--- config.mk ---
export PLATFORM = sky130hd
export DESIGN_NAME = branch_hazard_unit
export DESIGN_NICKNAME = d
export VERILOG_FILES = /design/src/rtl/branch_hazard_unit.sv
export SDC_FILE = /design/constraint.sdc
export NUM_CORES = 1
export LEC_CHECK = 0
export CORE_MARGIN = 4
export CORE_UTILIZATION = 38
export DETAILED_ROUTE_END_ITERATION = 10
export PLACE_DENSITY = 0.76
export REMOVE_ABC_BUFFERS = 1
export SYNTH_ARGS = -nofsm -noshare
export SYNTH_HDL_FRONTEND = slang
export SYNTH_SLANG_ARGS = --single-unit
--- constraint.sdc ---
create_clock -name clk -period 1.58 [get_ports clk]
set_input_delay 0.316 -clock clk [delete_from_list [all_inputs] [get_ports clk]]
set_output_delay 0.316 -clock clk [all_outputs]
set_load 0.01 [all_outputs]
--- src/rtl/branch_hazard_unit.sv ---
// branch_hazard_unit
// Hazard and forwarding unit for branches (btype) and jalr in the decode stage.
// It tracks the register writes still in flight in the next TRACK_DEPTH stages
// (stage 1 = EX, 2 = MEM, 3 = WB, ...). For each source operand it returns a
// forwarding select. It asks for a stall when the value cannot be forwarded yet.
// Optional feature: define BHU_STALL_CNT_EN to build the saturating stall-cycle
// counter. Without it, stall_cnt is tied to zero.

module branch_hazard_unit #(
  parameter int REG_AW      = 5,
  parameter int TRACK_DEPTH = 3,
  parameter int N_SRC       = 2,
  parameter int OPCODE_SIZE = 7,
  parameter logic [OPCODE_SIZE-1:0] BTYPE_OP = 7'b1100011,
  parameter logic [OPCODE_SIZE-1:0] JALR_OP  = 7'b1100111,
  localparam int FW_W       = $clog2(TRACK_DEPTH + 1)
) (
  input  logic                    clk,
  input  logic                    nrst,
  input  logic [OPCODE_SIZE-1:0]  opcode,
  input  logic [N_SRC*REG_AW-1:0] rs_field,
  input  logic [REG_AW-1:0]       wr_field,
  input  logic                    wr_en,
  input  logic                    is_load,
  input  logic                    pipe_freeze,
  input  logic                    flush,
  output logic [N_SRC*FW_W-1:0]   br_fwsel,
  output logic                    br_stall,
  output logic [31:0]             stall_cnt
);

  // One tracking entry per downstream stage. Index k is the instruction in stage k.
  logic [TRACK_DEPTH:1] valid_r;
  logic [REG_AW-1:0]    rd_r [1:TRACK_DEPTH];
  logic [TRACK_DEPTH:1] ld_r;

  logic                  is_btype_s;
  logic                  is_br_s;
  logic                  stall_req_s;
  logic [N_SRC*FW_W-1:0] fwsel_s;

  assign is_btype_s = (opcode == BTYPE_OP);
  assign is_br_s    = is_btype_s || (opcode == JALR_OP);

  // Per-source lookup. The youngest matching writer decides forward or stall.
  always_comb begin : lookup
    logic [REG_AW-1:0] rs_v;
    logic              used_v;
    logic              match_v;
    logic              hit_v;
    logic              hit_ld_v;
    logic [FW_W-1:0]   hit_k_v;
    logic              stall_v;
    logic              fwd_v;
    stall_req_s = 1'b0;
    fwsel_s     = '0;
    rs_v        = '0;
    used_v      = 1'b0;
    match_v     = 1'b0;
    hit_v       = 1'b0;
    hit_ld_v    = 1'b0;
    hit_k_v     = '0;
    stall_v     = 1'b0;
    fwd_v       = 1'b0;
    for (int i = 0; i < N_SRC; i++) begin
      rs_v     = rs_field[i*REG_AW +: REG_AW];
      // jalr reads only source 0. btype reads every source.
      used_v   = is_br_s && ((i == 0) || is_btype_s);
      hit_v    = 1'b0;
      hit_ld_v = 1'b0;
      hit_k_v  = '0;
      // Scan from the oldest stage to the youngest so the smallest k wins.
      for (int k = TRACK_DEPTH; k >= 1; k--) begin
        match_v  = valid_r[k] && (rd_r[k] == rs_v);
        hit_v    = match_v | hit_v;
        hit_ld_v = match_v ? ld_r[k] : hit_ld_v;
        hit_k_v  = match_v ? FW_W'(k) : hit_k_v;
      end
      // Stage 1 has not computed its result yet. A load in stage 2 has no data yet.
      stall_v = used_v && hit_v && (rs_v != '0) &&
                ((hit_k_v == FW_W'(1)) || ((hit_k_v == FW_W'(2)) && hit_ld_v));
      fwd_v   = used_v && hit_v && (rs_v != '0) && !stall_v;
      stall_req_s = stall_req_s | stall_v;
      fwsel_s[i*FW_W +: FW_W] = fwd_v ? hit_k_v : '0;
    end
  end

  assign br_stall = is_br_s && stall_req_s && !flush;
  assign br_fwsel = br_stall ? '0 : fwsel_s;

  // Tracking pipeline. Flush beats freeze. A stalled branch inserts a bubble into stage 1.
  always_ff @(posedge clk) begin
    if (!nrst) begin
      valid_r <= '0;
      ld_r    <= '0;
      for (int k = 1; k <= TRACK_DEPTH; k++) begin
        rd_r[k] <= '0;
      end
    end else if (flush) begin
      valid_r <= '0;
    end else if (!pipe_freeze) begin
      for (int k = TRACK_DEPTH; k >= 2; k--) begin
        valid_r[k] <= valid_r[k-1];
        rd_r[k]    <= rd_r[k-1];
        ld_r[k]    <= ld_r[k-1];
      end
      // x0 is never tracked, so a write to x0 enters as a bubble.
      valid_r[1] <= !br_stall && wr_en && (wr_field != '0);
      rd_r[1]    <= br_stall ? '0 : wr_field;
      ld_r[1]    <= !br_stall && is_load;
    end
  end

`ifdef BHU_STALL_CNT_EN
  logic [31:0] stall_cnt_r;

  // Count every stall cycle the pipeline actually spends. The count sticks at all-ones.
  always_ff @(posedge clk) begin
    if (!nrst) begin
      stall_cnt_r <= 32'h0;
    end else if (br_stall && !pipe_freeze && (stall_cnt_r != 32'hFFFF_FFFF)) begin
      stall_cnt_r <= stall_cnt_r + 32'h1;
    end
  end

  assign stall_cnt = stall_cnt_r;
`else
  assign stall_cnt = 32'h0;
`endif

endmodule

Word level (Yosys, flattened, before mapping)
Memories as Yosys holds them, arrays and structs flattened.
Cells that the tools add are included.
Cells by class
  equal/unequal tests: 12
  multiplexer cells: 24
  bitwise logic cells: 11
  reductions and logical operators: 34
Operator list (count)
  == test 5 bit: 6
  logical AND 1 bit: 22
  2-to-1 mux 5 bit: 4
  2-to-1 mux 2 bit: 8
  nonzero test 5 bit: 3
  == test 7 bit (second input constant): 2
  2-to-1 mux 1 bit: 11
  OR 1 bit: 8
  == test 2 x 1 -> 1 bit (second input constant): 2
  == test 2 bit (second input constant): 2
  logical NOT 1 bit: 4
  2-to-1 mux 4 bit: 1
  logical OR 1 bit: 3
  inverter 1 bit: 3
  AND reduction 2 bit: 1
  OR reduction 2 bit: 1
Storage, ports and cells
  flip-flop bits (word level): 6
  RAM bits: 15
  input port bits: 28
  memories: 1
Memory list
  rd_r: words 3, width 5, rd ports 3, clocked after memory_dff 0, write ports 3, RTL line 34  | logic [REG_AW-1:0] rd_r [1:TRACK_DEPTH];

Depth between registers and ports, before layout
An unclocked memory read counts as a cell.
  word-level depth: 16
  mapped depth: 6

Worst setup path before layout
OpenSTA, ideal clock, no wires.
  kind: input to output
  start: input port rs_field[5]
  end: output port br_fwsel[0]
  arrival: 1.562 ns
  data required time: 1.264 ns
  path slack: -0.298 ns
  stages: 6
  cell sequence: or4_1 > nor2_1 > nor3_1 > o21ai_2 > a21oi_2 > nor4bb_2
Between the ends
  cells in the longest elaborated chain, start to end: 13
  elaborated cells on any way between the ends: 26
  those cells by class: eq/ne (5); mux (7); bitwise (3); reduce/logical (11)
Ends and longest elaborated chain
  start: declaration: RTL line 21  | input logic [N_SRC*REG_AW-1:0] rs_field,
  == test 5 bit: RTL line 74  | match_v = valid_r[k] && (rd_r[k] == rs_v);
  logical AND 1 bit: RTL line 74
  2-to-1 mux 2 bit (3 in series): RTL line 77  | hit_k_v = match_v ? FW_W'(k) : hit_k_v;
  == test 2 bit: RTL line 81  | ((hit_k_v == FW_W'(1)) || ((hit_k_v == FW_W'(2)) && hit_ld_v));
  logical AND 1 bit: RTL line 81
  logical OR 1 bit: RTL line 81
  logical AND 1 bit *: RTL line 80  | stall_v = used_v && hit_v && (rs_v != '0) &&
  OR 1 bit *: RTL line 83  | stall_req_s = stall_req_s | stall_v;
  logical AND 1 bit * (2 in series): RTL line 88  | assign br_stall = is_br_s && stall_req_s && !flush;
  net br_stall: RTL line 28  | output logic br_stall,
  2-to-1 mux 4 bit *: RTL line 89  | assign br_fwsel = br_stall ? '0 : fwsel_s;
  end: declaration: RTL line 27  | output logic [N_SRC*FW_W-1:0] br_fwsel,
Mark *: on every way through the listed nets, which the timed path passes. The rest lies on a longest branch.

==> results.yml <==
synth:
  yosys.area.top_type_share_pct: 30.2
  postSynthRegisterBits: 20
  sequential_area_share_after_synthesis_pct: 36.9
  synth_largest_area_cell: "edfxtp_1"
  netlist_instances: 154
  ys.warnings.count: 0
  synth_cell_area_um2: 1490
  synth.distinct_cells: 31
  netlist_top_cells_area: "edfxtp_1 30%, buf_4 16%, xor2_1 11%, xnor2_1 7.0%, dfxtp_1 6.7%"
  synth_area_per_cell_um2: 9.68
clock_tree:
  cts_hold_repair.buffers: 0
  cts_inserted_buffers: 3
  cts-root-to-sink-buffers: 2
  tritoncts: "done"
  clock-root-buffer: "clkbuf_8"
  cts.sink_count: 20
  clkLatencyLatePin_ps: 250
  h-tree-depth: 1
  clk_pin_slew_ps: 70
place:
  detailed_place_hpwl_mm: 2.85
  portBuffers: 32
  place.gp.congestion: 0.865
  placement.cell_area_um2: 1960
sta:
  number_of_endpoints_failing_setup_at_the_final_stage: 12
  hold_violations: 0
  hold_slack_ps: 474
  final.setup.worst_slack_ps: -739
  final.setup_skew_ps: 1.31
  final.period_utilization_pct: 147
  final_max_slew_viol_count: 0
  unrepaired_setup_endpoints_after_global_routing: "true"
  max_clock_freq_mhz: 431
  timing.final.crit_period_ps: 2320
finish:
  mostFrequentLayoutCell: "conb_1"
  n_antenna_cell: 0
  syn2layout_area_growth_pct: 39.3
  nets_final: 249
  drive_gt1_share_pct: 29.1
  layout_common_cells: "32 x conb_1, 31 x buf_4, 17 x xor2_1"
  finish.instance_area_um2: 2080
critical_path:
  timing.critical_path.required_ps: 1260
  worst-path-max-fanout: 4
  critPathArrivalTime_ps: 2000
  worstSetupStartpointType: "register"
  cp-end-kind: "primary output"
  worstSetupPathType: "reg -> out"
  worst-r2r-setup-slack_ps: -360
drt:
  m1WireLength_mm: 1.50
  routed_wire_length_per_instance_um: 13.4
  drt.antenna.violating_nets: 0
  detail_route.wirelength_mm: 3.59
  drtPass1Iterations: 4
  maxUsedRoutingLayer: "met4"
  drt-vias-per-instance: 4.56
  drcViolationCount: 0
  met3_length_um: 295
  num_vias: 1221
  route.met2.wl_mm: 1.74
  drt_first_iter_violations: 59
pwr:
  p_leak_nw: 0.907
  cell_internal_power_dissipation_mw: 0.930
  switching_pwr_mw: 0.339
  power.sequential.fraction_pct: 49.2
  share_comb_of_total_power_pct: 24.6
  sw_frac_of_total_pct: 26.7
  pwr-share-clk_pct: 26.2
  irDropWorstVdd_mv: 0.398
  power-per-cell-area_nw_per_um2: 610
floorplan:
  num_io_pins: 65
  core_region_area_um2: 3720
  die_area_um2: 4990
  fp-row-count: 22
  die_h_um: 70.7
  die-width_um: 70.7
  start_util_pct: 40.1
global_route:
  grt-ovfl-total: 0
  grt_first_pass_wirelength_mm: 5.68
  largest_net_degree_at_the_start_of_global_routing: 17
  antenna_found_initial: 0
  first_global_vias: 1267
  grt.total_usage_pct: 14.5
run:
  timing.max_cap.violations: 0
status:
  status: "finished, violations left"
  violations_in_the_final_reports: "negative setup slack"
worst_hold_path:
  holdCritPathClass: "reg -> reg"
-- worst paths after layout --
check,from,end,cells past startpoint
worst max register to register,rd_r[0][5],rd_r[0][5],7
worst min register to register,ld_r[1],ld_r[2],2
worst max-delay path,rd_r[0][5],br_fwsel[3],8
worst min-delay path,ld_r[1],ld_r[2],2
-- state kept, by name, indices dropped and copies added, names as in the netlist --
register,flops
valid_r,3
rd_r,15
ld_r,2
-- cell usage after synthesis (all sizes together) --
| master | instances |
|---|---|
| buf | 32 |
| xor2 | 18 |
| and2 | 15 |
| edfxtp | 15 |
| xnor2 | 12 |
| nor2 | 9 |
| nor3 | 6 |
| dfxtp | 5 |
| and3 | 4 |
| nand2 | 4 |
| nor4 | 4 |
| o21ai | 4 |
| mux2i | 3 |
| nand4 | 3 |
| a21oi | 2 |
| clkbuf | 2 |
| inv | 2 |
| nand2b | 2 |
| or4 | 2 |
| a211oi | 1 |
| a22o | 1 |
| a32oi | 1 |
| and4b | 1 |
| conb | 1 |
| nand3 | 1 |
| nand3b | 1 |
| nor4bb | 1 |
| o21a | 1 |
| or2b | 1 |
-- metal layers --
layer  vias up  track usage, %
li1        598               -
met1       570            16.3
met2        47            25.6
met3         6            4.69
met4         0            5.01
met5         -               0
-- critical path, stage by stage, from the launching register on --
cell	delay (ps)
edfxtp_1	440
xor2_1	170
nor4_1	310
and3_1	240
o21ai_2	70
a21oi_2	190
buf_4	140
a211oi_1	30
buf_2	140
-- layout make-up --
cell class	instances	area, um^2
fill	356	1640
timing repair buffer	65	539
multi-input combinational	129	876
sequential	20	551
inverter	2	7.51
clock inverter	1	3.75
clock buffer	3	41.3
tap	48	60.1
-- power groups by stage --
stage	logic, mW	clock network (mW)	registers, mW
after floorplan	0.130	0	0.629
after global placement	0.286	0	0.635
after detailed placement	0.291	0	0.637
after CTS	0.304	0.336	0.625
after global routing	0.339	0.377	0.628
final	0.312	0.332	0.624
-- through the flow --
stage	instances	util [%]	TNS [ps]	worst slack, ps	power (mW)
6_report	268	55.9	-5560	-739	1.27
2_1_floorplan	151	-	-1710	-298	0.758
3_5_place_dp	259	52.8	-14160	-1270	0.928
5_1_grt	268	55.9	-6920	-877	1.34
4_1_cts	268	55.7	-4630	-658	1.26
3_3_place_gp	259	52.8	-13820	-1270	0.921
-- kinds of logic after synthesis --
kind of cell / synth area share [%]
compound gates: 4.95
xor+xnor: 17.6
mux: 2.01
flops: 36.9
other cells: 0.251
buf+inv: 17.1
simple gates: 21.1
-- what timing repair did --
item	in CTS	in global routing
endpoints found under the hold margin	0	0
setup endpoints to repair	12	12
pin swaps	32	3
buffers inserted	8	1
gates resized for setup	61	3
No activity file was read; power rests on OpenSTA's default activity.
